<file path="src/rtl/mem_arbiter.sv">
// -----------------------------------------------------------------------------
// mem_arbiter
//
// Shares one single-port synchronous 32-bit RAM between the CPU fetch port
// (read-only) and the load/store port. Data wins contention by default; a
// starvation counter hands the RAM to fetch after STARVE_LIMIT consecutive
// denied fetch cycles, so fetch is never locked out. Read data comes back one
// cycle after the grant, steered to the master that owned the read.
//
// Parameters
//   MEM_AW        RAM word-address width (depth = 2**MEM_AW words)
//   STARVE_LIMIT  denied fetch cycles before fetch beats data (>= 1)
//
// Ports
//   clk, rst                      clock, async active-high reset
//   if_req_i / if_addr_i          fetch request + byte address
//   if_gnt_o                      fetch accepted (combinational)
//   if_rvalid_o / if_rdata_o      fetch read response (1 cycle after grant)
//   d_req_i, d_we_i, d_be_i,
//   d_addr_i, d_wdata_i           load/store request
//   d_gnt_o                       data accepted (combinational)
//   d_rvalid_o / d_rdata_o        data read response (reads only)
//   mem_en_o, mem_we_o,
//   mem_addr_o, mem_wdata_o       RAM command
//   mem_rdata_i                   RAM read data, one cycle after a read
// -----------------------------------------------------------------------------
module mem_arbiter #(
    parameter int MEM_AW       = 12,
    parameter int STARVE_LIMIT = 3
) (
    input  logic              clk,
    input  logic              rst,

    input  logic              if_req_i,
    input  logic [31:0]       if_addr_i,
    output logic              if_gnt_o,
    output logic              if_rvalid_o,
    output logic [31:0]       if_rdata_o,

    input  logic              d_req_i,
    input  logic              d_we_i,
    input  logic [3:0]        d_be_i,
    input  logic [31:0]       d_addr_i,
    input  logic [31:0]       d_wdata_i,
    output logic              d_gnt_o,
    output logic              d_rvalid_o,
    output logic [31:0]       d_rdata_o,

    output logic              mem_en_o,
    output logic [3:0]        mem_we_o,
    output logic [MEM_AW-1:0] mem_addr_o,
    output logic [31:0]       mem_wdata_o,
    input  logic [31:0]       mem_rdata_i
);

    localparam int            CW    = (STARVE_LIMIT < 1) ? 1 : $clog2(STARVE_LIMIT + 1);
    localparam logic [CW-1:0] LIMIT = CW'(STARVE_LIMIT);

    // Who owns the read data arriving from the RAM next cycle.
    typedef enum logic [1:0] {
        RSP_NONE = 2'd0,
        RSP_IF   = 2'd1,
        RSP_D    = 2'd2
    } rsp_e;

    rsp_e          rsp_owner, rsp_nxt;
    logic [CW-1:0] starve_cnt, starve_nxt;
    logic          fetch_wins;

    // Address bits outside the word index are deliberately ignored.
    logic unused_addr_bits;
    assign unused_addr_bits = ^{if_addr_i[31:MEM_AW+2], if_addr_i[1:0],
                                d_addr_i[31:MEM_AW+2],  d_addr_i[1:0]};

    // -------------------------------------------------------------------------
    // State register
    // -------------------------------------------------------------------------
    always_ff @(posedge clk or posedge rst) begin
        if (rst) begin
            rsp_owner  <= RSP_NONE;
            starve_cnt <= '0;
        end else begin
            rsp_owner  <= rsp_nxt;
            starve_cnt <= starve_nxt;
        end
    end

    // -------------------------------------------------------------------------
    // Grant, RAM command and next-state logic
    // -------------------------------------------------------------------------
    always_comb begin
        if_gnt_o    = 1'b0;
        d_gnt_o     = 1'b0;
        mem_we_o    = '0;
        mem_wdata_o = d_wdata_i;
        mem_addr_o  = d_addr_i[MEM_AW+1:2];
        rsp_nxt     = RSP_NONE;
        starve_nxt  = '0;

        // Fetch wins when alone, or when it has been starved long enough.
        fetch_wins = if_req_i && (!d_req_i || (starve_cnt == LIMIT));

        // Grants are gated by reset so nothing reaches the RAM while held.
        if (!rst) begin
            if_gnt_o = fetch_wins;
            d_gnt_o  = d_req_i && !fetch_wins;
        end

        mem_en_o = if_gnt_o || d_gnt_o;

        if (if_gnt_o) begin
            mem_addr_o = if_addr_i[MEM_AW+1:2];
            rsp_nxt    = RSP_IF;
        end else if (d_gnt_o) begin
            if (d_we_i) begin
                mem_we_o = d_be_i;
            end else begin
                rsp_nxt = RSP_D;
            end
        end

        // Counts only consecutive denied fetch cycles; saturates at LIMIT.
        if (if_req_i && !if_gnt_o) begin
            starve_nxt = (starve_cnt == LIMIT) ? starve_cnt : starve_cnt + 1'b1;
        end
    end

    // -------------------------------------------------------------------------
    // Read response steering
    // -------------------------------------------------------------------------
    assign if_rvalid_o = (rsp_owner == RSP_IF);
    assign d_rvalid_o  = (rsp_owner == RSP_D);
    assign if_rdata_o  = mem_rdata_i;
    assign d_rdata_o   = mem_rdata_i;

endmodule

</file>
<file path="config.mk">
export PLATFORM = sky130hd
export DESIGN_NAME = mem_arbiter
export DESIGN_NICKNAME = d
export VERILOG_FILES = /design/src/rtl/mem_arbiter.sv
export SDC_FILE = /design/constraint.sdc
export NUM_CORES = 1
export LEC_CHECK = 0
export BUFFER_PORTS_ARGS = -buffer_cell sky130_fd_sc_hd__buf_2
export CORE_AREA = 3 3 97 99
export DETAILED_ROUTE_END_ITERATION = 16
export DIE_AREA = 0 0 100 102
export PLACE_DENSITY_LB_ADDON = 0.3
export SYNTH_ARGS = -nofsm -noshare
export SYNTH_HDL_FRONTEND = slang
export SYNTH_SLANG_ARGS = --single-unit
</file>
<file path="constraint.sdc">
create_clock -name clk -period 4.9 [get_ports clk]
set_input_delay 0.49 -clock clk [delete_from_list [all_inputs] [get_ports clk]]
set_output_delay 0.49 -clock clk [all_outputs]
set_load 0.01 [all_outputs]
</file>
==> results.txt, run 1 <==
----------------------------------------------------
[Job]
  Max-cap violations ... 0

[Synthesis]
  Register area share after synthesis ... 8.574%
  Post-synth design cell area ... 1167 sq um
  Share of Yosys cell area claimed by the top area cell type ... 61.74%
  Synth Area per Inst ... 8.647 sq um
  Seq cells post-synth ... 4
  Number of different library cells in the post-synthesis netlist ... 19
  Top cells by area in the synthesized netlist ... buf_4, mux2_4, dfrtp_1
  Post-synth top area cell ... buf_4
  Post-synthesis net count ... 273
  Synthesis Warnings ... 0
  Number of cells produced by synthesis ... 135

[Final layout]
  Net total in the final layout ... 233
  Fraction of final layout cells with drive strength greater than 1 ... 75.27%
  Signed area change from the synthesized netlist to the final layout ... -26.58%
  Final core utilization ... 9.925%
  Design Area, Final ... 857.1 sq um
  Diode count ... 0

[Global route]
  Remaining Overflow, GRT ... 0
  Overall track demand over capacity in global routing ... 3.640%
  Maximum number of pins on one net before global-route repair ... 15
  Vias in the first global route ... 571
  First-pass GRT wire length ... 2822 microns
  Number of antenna violations at the first check in global routing ... 0

[Timing]
  Final worst-path setup slack ... 2546 ps
  Unrepaired setup endpoints after global routing ... false
  Crit path time final ... 2354 ps
  Final Skew ... 3.785 ps
  Slew @ Worst Pin ... 551.2 ps
  Worst hold-check slack ... 200.6 ps
  Max-slew violation count ... 0
  Number of hold violations in the final report ... 0
  Relative slew slack ... 63.03%
  Portion of the clock cycle consumed by the worst path in the final layout ... 48.04%
  Final count of negative-setup-slack endpoints ... 0
  Setup TNS ... 0 ps
  Maximum frequency from static timing analysis ... 0.4248 GHz

[Hold path]
  HP Class ... input pin to async pin

[CTS]
  Library cell used as clock root buffer ... clkbuf_8
  Clock Sink Count ... 4
  H-Tree Depth ... 1
  Number of cells upsized or downsized after cts ... 0
  Number of clock buffers inserted by TritonCTS ... 3
  Number of buffers inserted by hold repair at cts ... 0
  # Post-CTS Setup Buffers ... 0
  Clk_lat worst skew ... 210 ps
  CTS tree ... yes
  Clock slew at the register clock pins of the worst setup and hold paths ... 30 ps
  Clock buffer depth ... 2

[Setup path]
  Slowest cell on the critical path ... dfrtp_1
  Critical Path Source ... starve_cnt[0]
  Series of cell instances along the critical path ... ha_1 > nand2b_4 > and3_4 > mux2_2 > buf_2
  Largest fanout of any net on the critical path ... 14
  Endpoint of the worst-slack reg-to-reg timing path ... rsp_owner[1]
  Buffer and inverter count on the worst path ... 1
  Slowest Stage Delay on Critical Path ... 370 ps
  Crit Path Class ... register to output port
  Internal reg-to-reg setup slack ... 3480 ps
  Worst path arrival time ... 1860 ps
  Element type at the critical path end ... output port
  Crit path max-delay family ... simple AND/OR/NAND/NOR gates
  R2r startpoint ... starve_cnt[0]
  Startpoint type of the worst setup path ... register
  Worst reg-to-reg path cell count ... 3
  Worst EP required ... 4410 ps

[Place]
  Final weighted congestion in routability-driven placement ... 0.6091
  Standard cell area after detailed placement ... 815.8 sq um
  DP Worst Slack ... 2743 ps
  Post-DP HPWL ... 1829 microns
  Number of port buffers ... 53

[Floorplan]
  Placement Rows ... 34
  Chip height ... 102 microns
  Top-level I/O count ... 254
  CORE AREA ... 8636 sq um
  Floorplan die area ... 10200 sq um
  Die span in x ... 100 microns
  Starting Density ... 13.52%

[Route]
  Routed via count divided by cell count ... 2.935
  Number of vias after detailed routing ... 590
  Detail-routed net length per standard cell ... 10.81 microns
  Violation count after the first detailed-route iteration ... 3
  DRT antenna net count ... 0
  DR pass1 iterations ... 2
  Drt total wl ... 2173 microns
  Residual DRC count ... 0

[Outcome]
  Outcome ... finished, final reports clean

[Power]
  Pwr dens ... 194.4 nW/um^2
  Leak Pwr ... 0.4540 nW
  Peak ir drop on the vdd network ... 0.05721 mV

----------------------------------------------------
## layout make-up
cell class | count | area (sq um)
Fill cell | 1002 | 7779
Tap cell | 108 | 135.1
Clock buffer | 3 | 41.29
Timing Repair Buffer | 53 | 265.3
Multi-Input combinational cell | 30 | 304.0
Sequential cell | 4 | 100.1
Inverter | 3 | 11.26
## metrics by stage
stage,instances,power [mW]
after CTS,201,0.1707
final,201,0.1666
after global placement,198,0.09990
after floorplan,135,0.1570
after global routing,201,0.1825
after detailed placement,198,0.1004
## cell usage in the layout, fill, tap and decap left out
cell,n
mux2_4,9
and3_4,1
clkbuf_8,3
o22ai_1,1
o32ai_1,1
dfrtp_1,4
nand2b_4,1
inv_1,3
xor2_1,1
buf_2,53
mux2i_1,1
a21oi_1,1
nor2b_1,3
mux2_2,3
ha_1,1
a211oi_1,1
nand2_1,2
and3_1,4
## state kept, by name, summed over array words and instances, names as in the netlist
| signal | count |
|---|---|
| rsp_owner | 2 |
| starve_cnt | 2 |
## routing by layer
metal	vias up	track usage, %	part of all wire [%]
met1	229	2.576	24
met3	41	2.389	25
met2	71	5.233	38
li1	249	-	-
met4	0	5.803	14
met5	-	0	0
## worst max-delay path by stage
stage	end	slack, ps	depth (start not counted)
finish	mem_addr_o[2]	2550	5
global route	mem_addr_o[2]	2430	5
CTS	mem_addr_o[2]	2520	5
detailed placement	mem_addr_o[10]	2740	5
global placement	mem_addr_o[2]	2740	5
floorplan	mem_addr_o[0]	2890	6
## Yosys cell counts
library cell	count
buf_12	1
buf_4	96
buf_6	1
o32ai_1	1
mux2_2	3
mux2_4	9
nor2b_1	3
a211oi_1	1
xor2_1	1
ha_1	1
o22ai_1	1
a21oi_1	1
dfrtp_1	4
nand2b_4	1
mux2i_1	1
and3_1	4
nand2_1	2
inv_1	3
and3_4	1
## report_power, final
group,total [mW],switching [mW],internal [mW],leakage (nW)
clock,0.0674,0.0152,0.0522,0.0216
sequential,0.0392,0.00239,0.0368,0.0528
combinational,0.0599,0.0256,0.0344,0.380
## cell families after synthesis
kind of cell | synth area share [%]
buffers and inverters | 65.38
muxes | 15.33
and+or+nand+nor | 6.538
AOI/OAI and AO/OA | 2.358
DFF | 8.575
xor gates and xnor gates | 0.7504
adders and majority gates | 1.072
Note: power is estimated with default switching activity, not from simulation.
==> run 2, diff against run 1 <==
==> constraint.sdc (replaced) <==
create_clock -name clk -period 2.05 [get_ports clk]
set_input_delay 0.205 -clock clk [delete_from_list [all_inputs] [get_ports clk]]
set_output_delay 0.205 -clock clk [all_outputs]
set_load 0.01 [all_outputs]
==> run 2 against run 1 <==
Net effect: clock power is 140% higher; critical path depth did not move; via count up 4.4%; count of clock-buffer cells in the layout did not move; largest power group unchanged; highest routed layer unchanged; die area unchanged; hold slack worse by 9.4 ps.
==> results.txt, run 2 (synthesized netlist as in run 1, its figures left out) <==
----------------------------------------------------
[Outcome]
  Outcome ... finished, final reports clean

[Global route]
  Vias in the first global route ... 574
  First-pass GRT wire length ... 2967 microns
  Remaining Overflow, GRT ... 0
  Maximum number of pins on one net before global-route repair ... 8
  Number of antenna violations at the first check in global routing ... 0
  Overall track demand over capacity in global routing ... 3.910%

[Setup path]
  Worst path arrival time ... 1740 ps
  Buffer and inverter count on the worst path ... 1
  Crit path max-delay family ... simple AND/OR/NAND/NOR gates
  Slowest cell on the critical path ... dfrtp_1
  Element type at the critical path end ... output port
  Startpoint type of the worst setup path ... register
  Series of cell instances along the critical path ... ha_4 > nand2b_4 > and3_4 > mux2_2 > buf_2
  Worst EP required ... 1850 ps
  Largest fanout of any net on the critical path ... 7
  Slowest Stage Delay on Critical Path ... 420 ps
  Crit Path Class ... register to output port

[Final layout]
  Signed area change from the synthesized netlist to the final layout ... -23.04%
  Largest registers ... rsp_owner (2), starve_cnt (2)
  Diode count ... 0
  Most common cell after layout, fill and taps aside ... buf_2
  Register area ... 100.1 sq um
  Final core utilization ... 10.40%
  Filler cell count in the final layout ... 988
  Area of combinational cells with multiple inputs ... 327.8 sq um
  Number of cells in the finished layout apart from fillers ... 204
  Net total in the final layout ... 236
  Most frequent cells in the layout ... buf_2, mux2_4, and3_1, dfrtp_1
  Fraction of final layout cells with drive strength greater than 1 ... 76.04%

[Place]
  Final weighted congestion in routability-driven placement ... 0.6104
  Count of placed standard cells including taps ... 199
  Post-DP HPWL ... 1846 microns
  Number of port buffers ... 53
  DP Worst Slack ... 166.4 ps

[CTS]
  Clock Sink Count ... 4
  Number of clock buffers inserted by TritonCTS ... 3
  Library cell used as clock root buffer ... clkbuf_8
  CTS tree ... yes
  Clock slew at the register clock pins of the worst setup and hold paths ... 30 ps
  H-Tree Depth ... 1
  Clock buffer depth ... 2
  Clk_lat worst skew ... 210 ps

[Timing]
  Max-slew violation count ... 0
  Setup TNS ... 0 ps
  Number of hold violations in the final report ... 0
  Slew @ Worst Pin ... 237.5 ps
  Final Skew ... 3.671 ps
  Maximum frequency from static timing analysis ... 0.5132 GHz
  Worst hold-check slack ... 191.2 ps
  Portion of the clock cycle consumed by the worst path in the final layout ... 95.05%
  Final count of negative-setup-slack endpoints ... 0
  Crit path time final ... 1948 ps
  Final worst-path setup slack ... 101.5 ps
  Relative slew slack ... 84.12%
  Unrepaired setup endpoints after global routing ... false

[Route]
  Violation count after the first detailed-route iteration ... 5
  DRT antenna net count ... 0
  Detail-routed net length per standard cell ... 11.59 microns
  Drt total wl ... 2364 microns
  Routed via count divided by cell count ... 3.020
  Residual DRC count ... 0
  DR pass1 iterations ... 2
  Number of vias after detailed routing ... 616

[Floorplan]
  CORE AREA ... 8636 sq um
  Placement Rows ... 34
  Die span in x ... 100 microns
  Chip height ... 102 microns
  Starting Density ... 13.52%
  Floorplan die area ... 10200 sq um
  Top-level I/O count ... 254

[Hold path]
  HP Class ... input pin to register

[Power]
  Peak ir drop on the vdd network ... 0.1212 mV
  Pwr dens ... 460.3 nW/um^2
  Leak Pwr ... 0.4662 nW

[Job]
  Max-cap violations ... 0

----------------------------------------------------
[run 2: changes by cell type in the layout (fill, tap and decap cells not counted)]
cell,before,now
dlygate4sd3_1,0,1
ha_1,1,0
buf_4,0,1
and3_4,1,2
ha_4,0,1
[run 2: stage by stage]
stage	total power, mW	cell area (sq um)
floorplan	0.3752	1167
global placement	0.2407	823.3
detailed placement	0.2422	823.3
CTS	0.4120	882.1
global route	0.4477	898.4
finish	0.4136	898.4
[run 2: path summary, 6_finish.rpt]
check | startpoint | end | slack, ps | cells after the start
setup / recovery | starve_cnt[0] | mem_addr_o[11] | 100 | 5
max in group asynchronous | rst | starve_cnt[0] | 1360 | 3
min in group asynchronous | rst | rsp_owner[0] | 520 | 3
setup reg to reg | starve_cnt[0] | rsp_owner[1] | 860 | 4
hold reg to reg | starve_cnt[0] | starve_cnt[0] | 590 | 1
hold / removal | d_we_i | rsp_owner[1] | 190 | 2
[run 2: where the power goes]
group / leakage, nW / switching, mW / internal (mW)
Sequential: 0.0528 / 0.00905 / 0.0881
Clock: 0.0216 / 0.0358 / 0.125
Combinational: 0.392 / 0.0647 / 0.0912
Total: 0.466 / 0.110 / 0.304
[run 2: layer usage]
metal,track usage (%),up-vias,routed length (microns)
met1,2.739,245,557
met2,6.311,73,996
met4,5.492,0,274
li1,-,258,-
met3,2.184,40,535
met5,0,-,0
[run 2: layout make-up]
class	count	share of cell area (%)
timing repair buffer	55	31.48
multi-input combinational	31	36.49
sequential	4	11.14
clock buffer	3	4.596
inverter	3	1.253
tap	108	15.04
[run 2: repair_timing]
| item | CTS | global route |
|---|---|---|
| hold buffers | 1 | 0 |
| endpoints found under the hold margin | 4 | 0 |
| buffers inserted | 0 | 0 |
| cloned | 1 | 0 |
| setup endpoints to repair | 12 | 12 |
| resized for setup | 0 | 3 |
==> run 3, diff against run 2 <==
--- a/config.mk
+++ b/config.mk
@@ -6,9 +6,9 @@
 export NUM_CORES = 1
 export LEC_CHECK = 0
 export BUFFER_PORTS_ARGS = -buffer_cell sky130_fd_sc_hd__buf_2
-export CORE_AREA = 3 3 97 99
+export CORE_AREA = 3 3 98 100
 export DETAILED_ROUTE_END_ITERATION = 16
-export DIE_AREA = 0 0 100 102
+export DIE_AREA = 0 0 101 103
 export PLACE_DENSITY_LB_ADDON = 0.3
 export SYNTH_ARGS = -nofsm -noshare
 export SYNTH_HDL_FRONTEND = slang
==> constraint.sdc (replaced) <==
create_clock -name clk -period 1.92 [get_ports clk]
set_input_delay 0.192 -clock clk [delete_from_list [all_inputs] [get_ports clk]]
set_output_delay 0.192 -clock clk [all_outputs]
set_load 0.01 [all_outputs]
==> run 3 against run 2 <==
Net effect: non-clock buffer count increased by 2; wire length decreased by 0.30%; first-iteration DRC count increased by 120%; clock power increased by 6%; hold slack got worse by 4.6 ps; critical endpoint is now mem_addr_o[10]; largest power group is now combinational cells.
==> results.txt, run 3 (synthesized netlist as in run 1, its figures left out) <==
----------------------------------------------------
[Global route]
  Remaining Overflow, GRT ... 0
  Vias in the first global route ... 609
  Number of antenna violations at the first check in global routing ... 0
  First-pass GRT wire length ... 3180 microns
  Overall track demand over capacity in global routing ... 4.155%
  Maximum number of pins on one net before global-route repair ... 8

[Place]
  Number of port buffers ... 53
  Count of placed standard cells including taps ... 200
  Post-DP HPWL ... 1833 microns
  Final weighted congestion in routability-driven placement ... 0.6847

[Hold path]
  Start point of the worst hold path ... d_we_i
  HP Class ... input pin to register

[Job]
  Max-cap violations ... 0

[Timing]
  Number of hold violations in the final report ... 0
  Max-slew violation count ... 0
  Relative slew slack ... 85.40%
  Setup TNS ... 0 ps
  Unrepaired setup endpoints after global routing ... true
  Final count of negative-setup-slack endpoints ... 0
  Final Skew ... 1.608 ps
  Crit path time final ... 1855 ps
  Portion of the clock cycle consumed by the worst path in the final layout ... 96.64%
  Worst hold-check slack ... 186.7 ps
  Slew @ Worst Pin ... 218.3 ps
  Maximum frequency from static timing analysis ... 0.5390 GHz

[Route]
  Routed via count divided by cell count ... 3.024
  Violation count after the first detailed-route iteration ... 11
  Residual DRC count ... 0
  Number of vias after detailed routing ... 623
  DR pass1 iterations ... 3
  Detail-routed net length per standard cell ... 11.44 microns
  Wire length on met3 ... 508 microns
  Max layer used ... met4
  Met2 wire length ... 1004 microns
  DRT antenna net count ... 0
  Wire length the detailed router placed on met1 ... 568 microns
  Drt total wl ... 2357 microns

[Floorplan]
  Placement Rows ... 34
  Top-level I/O count ... 254
  Die span in x ... 101 microns
  Floorplan die area ... 10400 sq um
  Chip height ... 103 microns
  CORE AREA ... 8763 sq um
  Starting Density ... 13.32%

[Power]
  Sw Ratio ... 26.29%
  Power, Total ... 0.4423 mW
  Switching pwr ... 0.1163 mW
  Peak ir drop on the vdd network ... 0.1151 mV
  Combinational power share ... 39.3%
  Leak Pwr ... 0.4815 nW
  Pwr dens ... 488.9 nW/um^2
  Cell Int Power ... 0.3260 mW
  Reg power frac ... 22.4%
  Relative contribution of the clock network to total power ... 38.3%

[Final layout]
  Number of cells in the finished layout apart from fillers ... 206
  Signed area change from the synthesized netlist to the final layout ... -22.51%
  Most common cell after layout, fill and taps aside ... buf_2
  Net total in the final layout ... 238
  Largest registers ... rsp_owner (2), starve_cnt (2)
  Most frequent cells in the layout ... buf_2, mux2_4, and3_1, dfrtp_1
  Diode count ... 0
  Fraction of final layout cells with drive strength greater than 1 ... 75.51%

[Setup path]
  Slowest Stage Delay on Critical Path ... 360 ps
  Crit path max-delay family ... simple AND/OR/NAND/NOR gates
  Critical Path Source ... starve_cnt[0]
  R2r startpoint ... starve_cnt[0]
  Crit Path Class ... register to output port
  Slowest cell on the critical path ... mux2_2
  Worst EP required ... 1730 ps
  Element type at the critical path end ... output port
  Largest fanout of any net on the critical path ... 7
  Series of cell instances along the critical path ... ha_1 > nand2b_4 > and3_4 > mux2_2 > buf_2
  Buffer and inverter count on the worst path ... 1
  Startpoint type of the worst setup path ... register
  Worst path arrival time ... 1660 ps

[CTS]
  H-Tree Depth ... 1
  Clock Sink Count ... 4
  Clock buffer depth ... 2
  CTS tree ... yes
  Number of clock buffers inserted by TritonCTS ... 3
  Library cell used as clock root buffer ... clkbuf_8
  Clk_lat worst skew ... 210 ps
  Clock slew at the register clock pins of the worst setup and hold paths ... 30 ps

[Outcome]
  Outcome ... finished, final reports clean

----------------------------------------------------
==> run 3: cell count changes in the layout (fill, tap and decap cells not counted), sizes merged <==
| cell | delta |
|---|---|
| buf | +2 |
==> run 3: final cells by class <==
class	count	area, sq um
Timing Repair Buffer	57	297.8
Fill cell	1012	7859
Clock buffer	3	41.29
Tap cell	108	135.1
Multi-Input combinational cell	31	319.1
Inverter	3	11.26
Sequential cell	4	100.1
==> run 3: worst register-to-register path, stage by stage (launching register included) <==
cell	delay, ps
dfrtp_1	370
ha_1	210
buf_4	150
a211oi_1	210
buf_4	180
nor2b_1	140
==> run 3: power by group through the flow <==
stage	Clock (mW)	Sequential, mW	Combinational (mW)
floorplan	0	0.0996	0.301
global placement	0	0.101	0.162
detailed placement	0	0.101	0.162
CTS	0.174	0.0992	0.176
global route	0.187	0.100	0.194
finish	0.169	0.0990	0.174
==> run 3: stage by stage <==
step           utilization (%)  setup slack [ps]  cell area (sq um)
2_1_floorplan                -             206.1               1167
3_3_place_gp             9.480             158.8              830.8
3_5_place_dp             9.480             162.4              830.8
4_1_cts                  10.28             27.64              900.9
5_1_grt                  10.32            -23.64              904.6
6_report                 10.32             64.61              904.6
==> run 3: path summary, 6_finish.rpt <==
check                                  to  slack [ps]  cells after the start
setup / recovery           mem_addr_o[10]          60                      5
setup reg to reg             rsp_owner[1]         600                      5
hold reg to reg             starve_cnt[0]         580                      2
max in group asynchronous   starve_cnt[0]        1250                      3
hold / removal               rsp_owner[1]         190                      2
min in group asynchronous    rsp_owner[0]         510                      3
==> run 3: what timing repair did <==
item                                    CTS  global route
gates cloned                              1             0
endpoints found under the setup margin    3             3
buffers inserted                          1             0
pin swaps                                 0             0
gates resized for setup                   1             1
hold endpoints to repair                  4             0
hold buffers                              1             0
==> run 3: routing by layer <==
| metal | track usage [%] | vias up |
|---|---|---|
| met5 | 0 | - |
| met4 | 5.930 | 0 |
| met3 | 2.030 | 36 |
| met2 | 6.937 | 73 |
| met1 | 2.857 | 255 |
| li1 | - | 259 |
